File: src/rtl/gfx_pkg.sv
// Shared definitions for the gfx_blit block: copy modes, FSM states,
// register-bus addresses and CTRL bit positions.
package gfx_pkg;

  typedef enum logic [1:0] {
    MODE_COPY_ALL = 2'd0,
    MODE_COPY_KEY = 2'd1,
    MODE_FILL     = 2'd2,
    MODE_RSVD     = 2'd3
  } mode_e;

  typedef enum logic [1:0] {
    S_IDLE  = 2'd0,
    S_RUN   = 2'd1,
    S_DRAIN = 2'd2,
    S_DONE  = 2'd3
  } state_e;

  localparam logic [3:0] REG_SRC_X  = 4'h0;
  localparam logic [3:0] REG_SRC_Y  = 4'h1;
  localparam logic [3:0] REG_DST_X  = 4'h2;
  localparam logic [3:0] REG_DST_Y  = 4'h3;
  localparam logic [3:0] REG_WIDTH  = 4'h4;
  localparam logic [3:0] REG_HEIGHT = 4'h5;
  localparam logic [3:0] REG_XMASK  = 4'h6;
  localparam logic [3:0] REG_YMASK  = 4'h7;
  localparam logic [3:0] REG_KEY    = 4'h8;
  localparam logic [3:0] REG_FILL   = 4'h9;
  localparam logic [3:0] REG_CTRL   = 4'hA;

  localparam int unsigned CTRL_ABORT_BIT = 6;
  localparam int unsigned CTRL_START_BIT = 7;

endpackage

File: src/rtl/gfx_blit_addr_gen.sv
// X/Y traversal counter and address generator for gfx_blit.
// Holds the pixel currently being issued; advances row-major on step_i.
//   clk_i, rst_ni       : clock, async active-low reset
//   load_i              : restart at pixel (0,0) from the origin inputs
//   step_i              : advance to the next pixel
//   src_*/dst_*/width/height/masks : configuration (stable while busy)
//   src_addr_o          : masked source address {Y,X}
//   dst_addr_o          : destination address {Y,X}, modulo wrap
//   last_o              : current pixel is the final one of the rectangle
module gfx_blit_addr_gen
  import gfx_pkg::*;
#(
  parameter int unsigned SRC_XW = 8,
  parameter int unsigned SRC_YW = 5,
  parameter int unsigned DST_XW = 8,
  parameter int unsigned DST_YW = 8
) (
  input  logic                     clk_i,
  input  logic                     rst_ni,
  input  logic                     load_i,
  input  logic                     step_i,
  input  logic [SRC_XW-1:0]        src_x_i,
  input  logic [SRC_YW-1:0]        src_y_i,
  input  logic [DST_XW-1:0]        dst_x_i,
  input  logic [DST_YW-1:0]        dst_y_i,
  input  logic [7:0]               width_i,
  input  logic [7:0]               height_i,
  input  logic [SRC_XW-1:0]        xmask_i,
  input  logic [SRC_YW-1:0]        ymask_i,
  output logic [SRC_YW+SRC_XW-1:0] src_addr_o,
  output logic [DST_YW+DST_XW-1:0] dst_addr_o,
  output logic                     last_o
);

  logic [7:0]        i_q, j_q;
  logic [SRC_XW-1:0] sx_q;
  logic [SRC_YW-1:0] sy_q;
  logic [DST_XW-1:0] dx_q;
  logic [DST_YW-1:0] dy_q;
  logic              row_end;

  assign row_end = (i_q == width_i);

  always_ff @(posedge clk_i or negedge rst_ni) begin
    if (!rst_ni) begin
      i_q  <= '0;
      j_q  <= '0;
      sx_q <= '0;
      sy_q <= '0;
      dx_q <= '0;
      dy_q <= '0;
    end else if (load_i) begin
      i_q  <= '0;
      j_q  <= '0;
      sx_q <= src_x_i;
      sy_q <= src_y_i;
      dx_q <= dst_x_i;
      dy_q <= dst_y_i;
    end else if (step_i) begin
      if (row_end) begin
        i_q  <= '0;
        j_q  <= j_q + 8'd1;
        sx_q <= src_x_i;
        dx_q <= dst_x_i;
        sy_q <= sy_q + 1'b1;
        dy_q <= dy_q + 1'b1;
      end else begin
        i_q  <= i_q + 8'd1;
        sx_q <= sx_q + 1'b1;
        dx_q <= dx_q + 1'b1;
      end
    end
  end

  // Running coordinates are kept unmasked so tiling repeats correctly.
  assign src_addr_o = {sy_q & ymask_i, sx_q & xmask_i};
  assign dst_addr_o = {dy_q, dx_q};
  assign last_o     = row_end && (j_q == height_i);

endmodule

File: src/rtl/gfx_blit.sv
// Rectangle blitter: copies, colour-keys or fills a (WIDTH+1)x(HEIGHT+1)
// region into VRAM at one pixel per unstalled cycle.
//   i_clk, i_rst_b         : clock, async active-low reset
//   i_cfg_*                : 8-bit register bus (ce/we active low)
//   o_src_addr/o_src_re_b  : source read port, data on i_src_data next cycle
//   o_dst_addr/data/we_b   : destination write port
//   i_free_vbus_b          : VRAM bus free when low; high freezes the block
//   o_busy, o_done         : status; o_done pulses one cycle at the end
module gfx_blit
  import gfx_pkg::*;
#(
  parameter int unsigned SRC_XW = 8,
  parameter int unsigned SRC_YW = 5,
  parameter int unsigned DST_XW = 8,
  parameter int unsigned DST_YW = 8,
  parameter int unsigned DW     = 8
) (
  input  logic                     i_clk,
  input  logic                     i_rst_b,
  input  logic                     i_cfg_ce_b,
  input  logic                     i_cfg_we_b,
  input  logic [3:0]               i_cfg_addr,
  input  logic [7:0]               i_cfg_data,
  output logic [SRC_YW+SRC_XW-1:0] o_src_addr,
  output logic                     o_src_re_b,
  input  logic [DW-1:0]            i_src_data,
  output logic [DST_YW+DST_XW-1:0] o_dst_addr,
  output logic [DW-1:0]            o_dst_data,
  output logic                     o_dst_we_b,
  input  logic                     i_free_vbus_b,
  output logic                     o_busy,
  output logic                     o_done
);

  localparam int unsigned DAW = DST_YW + DST_XW;

  logic [SRC_XW-1:0] src_x_q, xmask_q;
  logic [SRC_YW-1:0] src_y_q, ymask_q;
  logic [DST_XW-1:0] dst_x_q;
  logic [DST_YW-1:0] dst_y_q;
  logic [7:0]        width_q, height_q;
  logic [DW-1:0]     key_q, fill_q;
  mode_e             mode_q;

  state_e            state_q;
  logic              busy_q, done_q, re_q, we_q, s1_vld_q;
  logic [DAW-1:0]    s1_dst_q, dst_addr_q;
  logic [DW-1:0]     dst_data_q;

  logic              cfg_wr, ctrl_wr, start, abort, adv, gen_step, gen_last, px_skip;
  mode_e             cfg_mode;
  logic [DAW-1:0]    gen_dst;

  assign cfg_wr   = !i_cfg_ce_b && !i_cfg_we_b;
  assign ctrl_wr  = cfg_wr && (i_cfg_addr == REG_CTRL);
  assign cfg_mode = mode_e'(i_cfg_data[1:0]);
  assign start    = ctrl_wr && i_cfg_data[CTRL_START_BIT] && (state_q == S_IDLE);
  assign abort    = ctrl_wr && i_cfg_data[CTRL_ABORT_BIT] &&
                    ((state_q == S_RUN) || (state_q == S_DRAIN));
  assign adv      = !i_free_vbus_b;
  assign gen_step = (state_q == S_RUN) && adv && !gen_last && !abort;
  assign px_skip  = (mode_q == MODE_COPY_KEY) && (i_src_data == key_q);

  gfx_blit_addr_gen #(
    .SRC_XW(SRC_XW),
    .SRC_YW(SRC_YW),
    .DST_XW(DST_XW),
    .DST_YW(DST_YW)
  ) u_addr_gen (
    .clk_i      (i_clk),
    .rst_ni     (i_rst_b),
    .load_i     (start),
    .step_i     (gen_step),
    .src_x_i    (src_x_q),
    .src_y_i    (src_y_q),
    .dst_x_i    (dst_x_q),
    .dst_y_i    (dst_y_q),
    .width_i    (width_q),
    .height_i   (height_q),
    .xmask_i    (xmask_q),
    .ymask_i    (ymask_q),
    .src_addr_o (o_src_addr),
    .dst_addr_o (gen_dst),
    .last_o     (gen_last)
  );

  // Configuration registers accept writes only while idle.
  always_ff @(posedge i_clk or negedge i_rst_b) begin
    if (!i_rst_b) begin
      src_x_q  <= '0;
      src_y_q  <= '0;
      dst_x_q  <= '0;
      dst_y_q  <= '0;
      width_q  <= '0;
      height_q <= '0;
      xmask_q  <= '1;
      ymask_q  <= '1;
      key_q    <= '0;
      fill_q   <= '0;
      mode_q   <= MODE_COPY_ALL;
    end else if (cfg_wr && (state_q == S_IDLE)) begin
      unique case (i_cfg_addr)
        REG_SRC_X:  src_x_q  <= SRC_XW'(i_cfg_data);
        REG_SRC_Y:  src_y_q  <= SRC_YW'(i_cfg_data);
        REG_DST_X:  dst_x_q  <= DST_XW'(i_cfg_data);
        REG_DST_Y:  dst_y_q  <= DST_YW'(i_cfg_data);
        REG_WIDTH:  width_q  <= i_cfg_data;
        REG_HEIGHT: height_q <= i_cfg_data;
        REG_XMASK:  xmask_q  <= SRC_XW'(i_cfg_data);
        REG_YMASK:  ymask_q  <= SRC_YW'(i_cfg_data);
        REG_KEY:    key_q    <= DW'(i_cfg_data);
        REG_FILL:   fill_q   <= DW'(i_cfg_data);
        REG_CTRL:   mode_q   <= cfg_mode;
        default:    ;
      endcase
    end
  end

  // Pipeline: issue (RUN) -> stage 1 captures source data -> write slot.
  // A stall freezes every stage; the strobe is masked combinationally so
  // a frozen write slot is replayed on release.
  always_ff @(posedge i_clk or negedge i_rst_b) begin
    if (!i_rst_b) begin
      state_q    <= S_IDLE;
      busy_q     <= 1'b0;
      done_q     <= 1'b0;
      re_q       <= 1'b1;
      we_q       <= 1'b1;
      s1_vld_q   <= 1'b0;
      s1_dst_q   <= '0;
      dst_addr_q <= '0;
      dst_data_q <= '0;
    end else begin
      unique case (state_q)
        S_IDLE: begin
          we_q     <= 1'b1;
          s1_vld_q <= 1'b0;
          done_q   <= 1'b0;
          if (start) begin
            state_q <= S_RUN;
            busy_q  <= 1'b1;
            re_q    <= (cfg_mode == MODE_FILL);
          end
        end
        S_RUN, S_DRAIN: begin
          if (abort) begin
            state_q  <= S_DONE;
            done_q   <= 1'b1;
            re_q     <= 1'b1;
            we_q     <= 1'b1;
            s1_vld_q <= 1'b0;
          end else if (adv) begin
            we_q <= !(s1_vld_q && !px_skip);
            if (s1_vld_q) begin
              dst_addr_q <= s1_dst_q;
              dst_data_q <= (mode_q == MODE_FILL) ? fill_q : i_src_data;
            end
            if (state_q == S_RUN) begin
              s1_vld_q <= 1'b1;
              s1_dst_q <= gen_dst;
              if (gen_last) begin
                state_q <= S_DRAIN;
                re_q    <= 1'b1;
              end
            end else begin
              s1_vld_q <= 1'b0;
              if (!s1_vld_q) begin
                state_q <= S_DONE;
                done_q  <= 1'b1;
              end
            end
          end
        end
        S_DONE: begin
          state_q <= S_IDLE;
          busy_q  <= 1'b0;
          done_q  <= 1'b0;
        end
      endcase
    end
  end

  assign o_src_re_b = re_q | i_free_vbus_b;
  assign o_dst_we_b = we_q | i_free_vbus_b;
  assign o_dst_addr = dst_addr_q;
  assign o_dst_data = dst_data_q;
  assign o_busy     = busy_q;
  assign o_done     = done_q;

endmodule

File: config.mk
export PLATFORM = sky130hd
export DESIGN_NAME = gfx_blit
export DESIGN_NICKNAME = d
export VERILOG_FILES = /design/src/rtl/gfx_pkg.sv /design/src/rtl/gfx_blit_addr_gen.sv /design/src/rtl/gfx_blit.sv
export SDC_FILE = /design/constraint.sdc
export NUM_CORES = 1
export LEC_CHECK = 0
export ABC_CLOCK_PERIOD_IN_PS = 6600
export CORE_MARGIN = 2
export CORE_UTILIZATION = 55
export CTS_CLUSTER_DIAMETER = 100
export DETAILED_ROUTE_END_ITERATION = 12
export GPL_TIMING_DRIVEN = 0
export PLACE_DENSITY = 0.78
export SETUP_SLACK_MARGIN = 0.5
export SLEW_MARGIN = 20
export SYNTH_ARGS = -nofsm -noshare
export SYNTH_HDL_FRONTEND = slang
export SYNTH_SLANG_ARGS = --single-unit
File: constraint.sdc
create_clock -name i_clk -period 6.6 [get_ports i_clk]
set_input_delay 0.66 -clock i_clk [delete_from_list [all_inputs] [get_ports i_clk]]
set_output_delay 0.66 -clock i_clk [all_outputs]
set_load 0.01 [all_outputs]
* Word-level counts from Yosys, hierarchy flattened
Index checks and enable logic that the tools add are counted.
** Storage, ports and cells
- Flip-flop bits (word level) :: 168
- Input bits :: 25
- Output and inout bits :: 41
- Logic and storage cells :: 159
** Operators by class
- Add/subtract/negate cells :: 6
- Equal/unequal tests :: 27
- Multiplexer cells :: 46
- Bitwise gates (word level) :: 6
- Reduce and logical (&&, ||, !) cells :: 48
** Operator list (number)
- $mux W8 :: 16
- $add A8 B1 Y8 const B :: 5
- $reduce_and A2 Y1 :: 14
- $eq A8 B8 Y1 :: 3
- $eq A4 B3 Y1 const B :: 4
- $mux W1 :: 15
- $mux W5 :: 3
- $ne A3 B3 Y1 const B :: 5
- $logic_and A1 B1 Y1 :: 13
- $eq A4 B4 Y1 const B :: 3
- $mux W2 :: 6
- $reduce_and A4 Y1 :: 3
- $pmux W1 S2 :: 5
- $and A8 B8 Y8 :: 1
- $eq A2 B2 Y1 const B :: 4
- $eq A4 B2 Y1 const B :: 2
- $ne A4 B4 Y1 const B :: 2
- $reduce_bool A2 Y1 :: 4
- $logic_not A1 Y1 :: 7
- $pmux W2 S3 :: 1
- $add A5 B1 Y5 const B :: 1
- $and A5 B5 Y5 :: 1
- $reduce_and A5 Y1 :: 1
- $eq A2 B1 Y1 const B :: 2
- other kinds (9) :: 12

* Longest topological paths before layout
Gate-level depths: netlist (run 1).
- Depth after elaboration :: 9
- Gate-level depth with buffers :: 9
- Gate-level depth less buffers :: 8

* Cells and area by module
From an unflattened synthesis (run 1), not the netlist that was laid out.
** Unflattened totals
- Cell total of the unflattened synthesis :: 675
- Area, all modules :: 8017.7 um2
** Modules (own cells, without submodules)
- gfx_blit :: times used 1, cells each 354, area an instance 5171.2 um2, seq. area each 3096.7 um2
- gfx_blit_addr_gen :: times used 1, cells each 321, area an instance 2846.5 um2, seq. area each 1126.1 um2

* Least setup slack after synthesis (run 1)
OpenSTA, ideal clock, no wires.
- Path kind :: input-to-reg
- Start point :: input i_cfg_addr[1]
- End point :: register s1_dst_q[10]
- Setup time :: 0.125 ns
- Arrival :: 2.184 ns
- Data required time :: 6.475 ns
- Setup slack :: 4.292 ns
- Stages on the path :: 7
- Buffers on the path :: 2
- Path through :: buf_2 and4bb_4 nand3_2 nor2_1 nor3b_2 buf_4 mux2_2
** Between the ends
- Longest elaborated chain between the ends :: 6
** RTL lines
- start: declaration :: line gfx_blit.sv:22 : input logic [3:0] i_cfg_addr,
- $eq A4 B4 Y1 :: line gfx_blit.sv:55 : assign ctrl_wr = cfg_wr && (i_cfg_addr == REG_CTRL);
- $logic_and A1 B1 Y1 :: line gfx_blit.sv:55
- $logic_and A1 B1 Y1 (2 in a row) :: line gfx_blit.sv:58 : assign abort = ctrl_wr && i_cfg_data[CTRL_ABORT_BIT] &&
- $not A1 Y1 (no line)
- $reduce_and A4 Y1 (no line)
- end signal: assignment :: line gfx_blit.sv:160 : s1_dst_q <= gen_dst;
- end: declaration :: line gfx_blit.sv:47 : logic [DAW-1:0] s1_dst_q, dst_addr_q;
Every way passes these cells.
A chain may end at the register's enable or synchronous reset.

* Final worst setup path (run 1)
- Start point :: register state_q[1]
- End point :: register u_addr_gen.dx_q[0]
** Between the ends
- Longest elaborated chain between the ends :: 6
- Elaborated cells between the ends (all ways) :: 12
- Those cells by class :: 2 x eq/ne; 1 x mux; 9 x reduce/logical
** RTL lines
- start: declaration :: line gfx_blit.sv:45 : state_e state_q;
- start signal: assignment :: line gfx_blit.sv:124 : state_q <= S_IDLE;
- start signal: assignment :: line gfx_blit.sv:140 : state_q <= S_RUN;
- start signal: assignment :: line gfx_blit.sv:147 : state_q <= S_DONE;
- $eq A2 B1 Y1 or $eq A2 B2 Y1 (tied branches) :: line gfx_blit.sv:59, gfx_blit.sv:61
- $logic_or A1 B1 Y1 :: line gfx_blit.sv:59 : ((state_q == S_RUN) || (state_q == S_DRAIN));
- $logic_and A1 B1 Y1 :: line gfx_blit.sv:58
- $logic_not A1 Y1 :: line gfx_blit.sv:61 : assign gen_step = (state_q == S_RUN) && adv && !gen_last && !abort;
- $logic_and A1 B1 Y1 :: line gfx_blit.sv:61
- $reduce_bool A2 Y1 (no line)
- end signal: assignment :: line gfx_blit_addr_gen.sv:57 : dx_q <= dst_x_i;
- end signal: assignment :: line gfx_blit_addr_gen.sv:64 : dx_q <= dst_x_i;
- end signal: assignment :: line gfx_blit_addr_gen.sv:70 : dx_q <= dx_q + 1'b1;
- end: declaration :: line gfx_blit_addr_gen.sv:38 : logic [DST_XW-1:0] dx_q;
Several ways; a longest one is shown, not always the timed one.

==> reports/results.ini, run 1 <==
[status]
outcome = completed

[worst_setup_path]
critical_path.max_stage_delay_ns = 0.50
timing.rr.end = u_addr_gen.dx_q[0]
crit_chain = inv_1 -> ha_1 -> clkbuf_1 -> a41o_1 -> a21o_1 -> nand2_1 -> o221a_2
crit_slowest_cell = a41o_1
cp.arrival_ns = 3.17
crit_required_ns = 6.92
critPathCaptureType = register
startpoint_type = register
criticalPathCategory = reg -> reg
crit_path_start = state_q[1]
endpoint = u_addr_gen.dx_q[0]
rr_worst_depth = 7
reg2reg_slack_ns = 3.75
cp_max_fo = 10
reg2reg_from = state_q[1]

[power]
clock_power_share_pct = 30.7
p_seq_share_pct = 41.9
max-vdd-ir-drop_mv = 0.229
switching_power_uw = 1110
finalPower_uw = 3600
combPwrFrac_pct = 27.4
swShare_pct = 30.9
p_leak_uw = 0.00420
intPower_uw = 2480
power_density_nw_per_um2 = 381

[placement]
hpwl_mm = 12.6
place_congestion = 0.925
numPortBuffers = 59
placed_area_um2 = 8780
dp.cells = 922

[worst_hold_path]
hold_class = in -> async

[drt]
dr.pass1.iters = 5
ant_nets = 0
drc_errors = 0
routedWlPerCell_um = 19.9
drtIter0Drc = 522
vias = 5816
post_drt_via_cell_ratio = 6.10
drt-total-wl_mm = 19.0

[floorplanning]
core_area_um2 = 14000
die_area_um2 = 15400
pin_count = 66
num_rows = 43
start_util_pct = 56.7
die_w_um = 124
die_y_um = 124

[clock_tree]
clk_pin_slew_ns = 0.06
cts_tree = done
cts_hold_buffers = 0
cts_setup_buffers = 0
cts_root_buf = clkbuf_16
h-tree-depth = 4
numCtsBuffers = 17
cts_sinks = 168
clk-insertion-delay-late_ns = 0.44
post_cts_resized = 0
clk_path_buf_depth = 2

[synth]
synth_top_flop_cell = dfrtp_1
synth_edf_count = 0
synth_seq_cells = 168
syn-mean-instance-area_um2 = 11.6
ys_seq_area_share_pct = 53.3
yosysUniqueCellTypes = 61
synth_nets = 718
async_flop_share_pct = 100
synth_area_um2 = 7930
netlist_instances = 682
ys_warn_count = 0

[sta]
finalHoldViolCount = 0
tightest_slew_ns = 0.805
slew_violations = 0
skew_ns = 0.0116
max_clock_freq_mhz = 351
maxSlewHeadroom_pct = 46.2
fin_crit_ns = 2.85
rsz0062_at_grt = false
finalSetupViolations = 0
min_period_over_period_pct = 43.2
whs_ns = 0.197

[global_routing]
grt_pass1_wl_mm = 30.4
antenna_found_initial = 0
grt_pass1_vias = 5770
grt_overflow = 0
grt_use_total_pct = 26.4
grt_max_degree = 97

[final_layout]
finalCoreUtilization_pct = 67.4
fin_area_um2 = 9430
final_cell_mix = 153 x dfrtp_1, 100 x mux2_2, 58 x clkdlybuf4s50_1, 51 x nand2_1, 48 x nor2_1
antenna_cells = 0
final_common_cell = dfrtp_1
fin_nets = 797
drive_above_1_share_pct = 23.8
instances_no_fill = 954
syn_to_final_growth_pct = 18.9

[flow_run]
drv_cap = 0

-- stage by stage --
step                      setup WS, ns  setup TNS, ns
after floorplan                   4.29              0
after global placement           -1.75        -265.28
after detailed placement          3.37              0
after CTS                         3.80              0
after global routing              3.63              0
final                             3.75              0
-- cells by family (layout without fill, tap and decap cells) --
kind of cell / count (synthesis) / in the layout / synth area share (%)
xor gates and xnor gates: 37 / 37 / 4.09
buffers and inverters: 37 / 129 / 2.18
AOI/OAI and AO/OA: 103 / 103 / 8.69
DFF: 168 / 168 / 53.3
muxes: 115 / 115 / 16.1
adders and majority gates: 11 / 11 / 1.74
and+or+nand+nor: 211 / 211 / 13.9
-- routing by layer --
metal  wire (um)  global-route usage [%]  part of all wire [%]
met5           0                       0                     0
met3        1020                    6.00                   5.4
met2        9240                    42.5                    49
met4         409                    10.0                   2.2
met1        8290                    35.0                    44
-- synth_stat cells, drive strengths merged (5+ instances only) --
library cell  count  area, um2
nor3             14       86.3
and3              8       50.1
nand3            28        145
buf              19        105
a21oi            27        135
nand2            52        203
a31oi             6       37.5
dfstp            15        394
nor3b             5       58.8
o221a             9        101
mux2i            13        130
clkbuf           10       37.5
xor2             10       87.6
inv               8       30.0
and2             17        106
dfrtp           153       3830
mux2            102       1150
nand4             9       56.3
xnor2            27        236
o21ai            30        150
ha               11        138
and4              5       43.8
nor2b             5       31.3
nor2             50        193
-- power groups by stage --
| stage | logic [uW] | registers (uW) | clock network (uW) |
|---|---|---|---|
| global placement | 924 | 1500 | 0 |
| floorplan | 609 | 1490 | 0 |
| global route | 1080 | 1540 | 1160 |
| detailed placement | 961 | 1520 | 0 |
| CTS | 982 | 1500 | 1110 |
| finish | 985 | 1510 | 1100 |
-- critical path: cells and delay by family, from the launching register on --
family          cells  cell delay [ns]
compound gates      3             1.23
buf+inv             2             0.45
flops               1             0.41
simple gates        1             0.36
fa+ha+maj           1             0.28
-- worst min path at each step --
| stage | to | depth (start not counted) |
|---|---|---|
| CTS | state_q[1] | 1 |
| global placement | u_addr_gen.sy_q[2] | 2 |
| floorplan | dst_x_q[0] | 0 |
| finish | state_q[0] | 1 |
| global route | state_q[0] | 1 |
| detailed placement | u_addr_gen.sy_q[2] | 2 |
-- final cells by class --
class	instances	area, um2
flip-flops and latches	168	4220
plain buffers	29	143
clock inverters	14	215
well taps	180	225
multi-input cells	477	3530
fillers	1017	4560
inverters	8	30.0
clock buffers	18	439
repair buffers	60	623
Power figures use the tool's default switching activity.
==> run 2: changes to the inputs <==
Settings changed: ABC_CLOCK_PERIOD_IN_PS 6600 to 2400, CORE_UTILIZATION 55 to 53, PLACE_DENSITY 0.78 to 0.79.
Clock period 6.6 ns to 2.4 ns, I/O delays scaled along.
==> reports/results.ini, run 2 (synthesized netlist as in run 1, its figures left out) <==
[status]
outcome = completed

[sta]
maxSlewHeadroom_pct = 47.6  ; +1.5 points
max_clock_freq_mhz = 435  ; +24%
finalSetupViolations = 0  ; unchanged
layout_setup_ws_ns = 0.0994  ; -3.65 ns
skew_ns = 0.0119  ; +0.000364 ns
rsz0062_at_grt = true
tightest_slew_ns = 0.785  ; -0.0193 ns
whs_ns = 0.233  ; +0.0358 ns
fin_crit_ns = 2.30  ; -0.550 ns
finalHoldViolCount = 0  ; unchanged
min_period_over_period_pct = 95.9  ; +53 points
slew_violations = 0  ; unchanged

[worst_hold_path]
hold_class = in -> reg

[power]
p_leak_uw = 0.00505  ; +20%
max-vdd-ir-drop_mv = 0.721  ; +210%
finalPower_uw = 11700  ; +220%
power_density_nw_per_um2 = 1070  ; +180%

[global_routing]
grt_pass1_wl_mm = 38.9  ; +28%
grt_use_total_pct = 31.7  ; +5.3 points
grt_pass1_vias = 6967  ; +21%
antenna_found_initial = 0  ; unchanged
grt_max_degree = 96  ; -1.0%
grt_overflow = 0  ; unchanged

[clock_tree]
h-tree-depth = 4  ; unchanged
clk_pin_slew_ns = 0.07  ; about the same
clk_path_buf_depth = 2  ; unchanged
cts_tree = done
cts_root_buf = clkbuf_16
numCtsBuffers = 17  ; unchanged
clk-insertion-delay-late_ns = 0.45  ; about the same
cts_sinks = 168  ; unchanged

[drt]
post_drt_via_cell_ratio = 6.67  ; +9.5%
drtIter0Drc = 955  ; +83%
drt-total-wl_mm = 27.4  ; +44%
dr.pass1.iters = 5  ; unchanged
drc_errors = 0  ; unchanged
routedWlPerCell_um = 26.5  ; +33%
ant_nets = 0  ; unchanged
vias = 6893  ; +19%

[worst_setup_path]
criticalPathCategory = reg -> reg
critPathCaptureType = register
startpoint_type = register
cp.arrival_ns = 2.65  ; -0.52 ns
cp_max_fo = 4  ; -6
crit_required_ns = 2.75  ; -4.17 ns

[floorplanning]
die_area_um2 = 16000  ; +3.7%
die_y_um = 126  ; +1.8%
die_w_um = 126  ; +1.8%
pin_count = 66  ; unchanged
start_util_pct = 54.4  ; -2.3 points
core_area_um2 = 14600  ; +4.3%
num_rows = 44  ; +2.3%

[final_layout]
fillers = 759  ; -25%
finalCoreUtilization_pct = 75.2  ; +7.7 points
instances_no_fill = 1033  ; +8.3%
syn_to_final_growth_pct = 38.3
fin_nets = 871  ; +9.3%
final_common_cell = dfrtp_1
final_cell_mix = 146 x dfrtp_1, 63 x mux2_2, 57 x buf_4, 49 x clkdlybuf4s50_1, 43 x nor2_1
drive_above_1_share_pct = 41.2  ; +17 points

[placement]
numPortBuffers = 59  ; unchanged
place_congestion = 0.856  ; -7.5%
dp.cells = 926  ; +0.43%
hpwl_mm = 13.2  ; +4.5%
dpl_worst_slack_ns = -0.306  ; -3.68 ns

[flow_run]
drv_cap = 0  ; unchanged

-- run 2: cell count changes in the layout (fill, tap and decap cells not counted), sizes merged --
cell and change:
buf +75, clkdlybuf4s50 -9, dlymetal6s2s +6, dlygate4sd2 +3, bufinv -1, clkinv -1
diode +1, dlygate4sd3 +1
-- run 2: layer usage --
layer	vias up	wire length (um)	track usage [%]	part of all wire (%)
met3	173	2650	6.92	9.7
met1	3401	9910	39.7	36
met5	-	0	0	0
met4	0	2000	18.1	7.3
met2	561	12800	51.1	47
li1	2758	-	-	-
-- run 2: power by group --
part | switching, uW | internal, uW | leakage [uW]
clock network | 1240 | 1810 | 0.000310
logic | 2100 | 2270 | 0.00260
registers | 675 | 3590 | 0.00214
-- run 2: final timing paths --
check	slack (ns)	cells after the start	startpoint	to
min in group asynchronous	0.36	2	i_rst_b	u_addr_gen.i_q[7]
worst max-delay path	0.1	11	state_q[1]	u_addr_gen.sx_q[5]
worst max register to register	0.1	11	state_q[1]	u_addr_gen.sx_q[5]
max in group asynchronous	1.16	3	i_rst_b	xmask_q[0]
worst min-delay path	0.23	3	i_cfg_addr[0]	ymask_q[1]
worst min register to register	0.49	2	fill_q[1]	fill_q[1]
-- run 2: final cells by class --
type	count	area, um2	area share, %
multi-input combinational	477	4230	38.5
inverter	8	35.0	0.319
clock inverter	12	186	1.70
sequential	168	4230	38.6
timing repair buffer	134	1300	11.9
buffer	29	293	2.67
tap	184	230	2.10
antenna	1	2.50	0.0228
clock buffer	20	457	4.16
-- run 2: repair_timing --
item,in CTS,in global routing
setup endpoints to repair,166,168
buffers inserted,59,11
endpoints found under the hold margin,71,0
resized for setup,129,77
hold buffers,1,0
pin swaps,30,30
cloned,2,1
-- run 2: critical path: stages, from the launching register on --
cell      delay, ns
dfrtp_1        0.40
inv_2          0.11
buf_4          0.13
ha_4           0.15
nand2b_4       0.08
a41o_4         0.28
buf_6          0.15
buf_4          0.13
nor3_2         0.18
a21oi_1        0.07
nor2_1         0.25
a221o_1        0.26
-- run 2: metrics by stage --
stage          area [um2]  TNS [ns]
6_report            11000         0
4_1_cts             10600         0
3_3_place_gp         8890   -901.19
5_1_grt             11000         0
3_5_place_dp         8920    -17.24
2_1_floorplan        8070         0
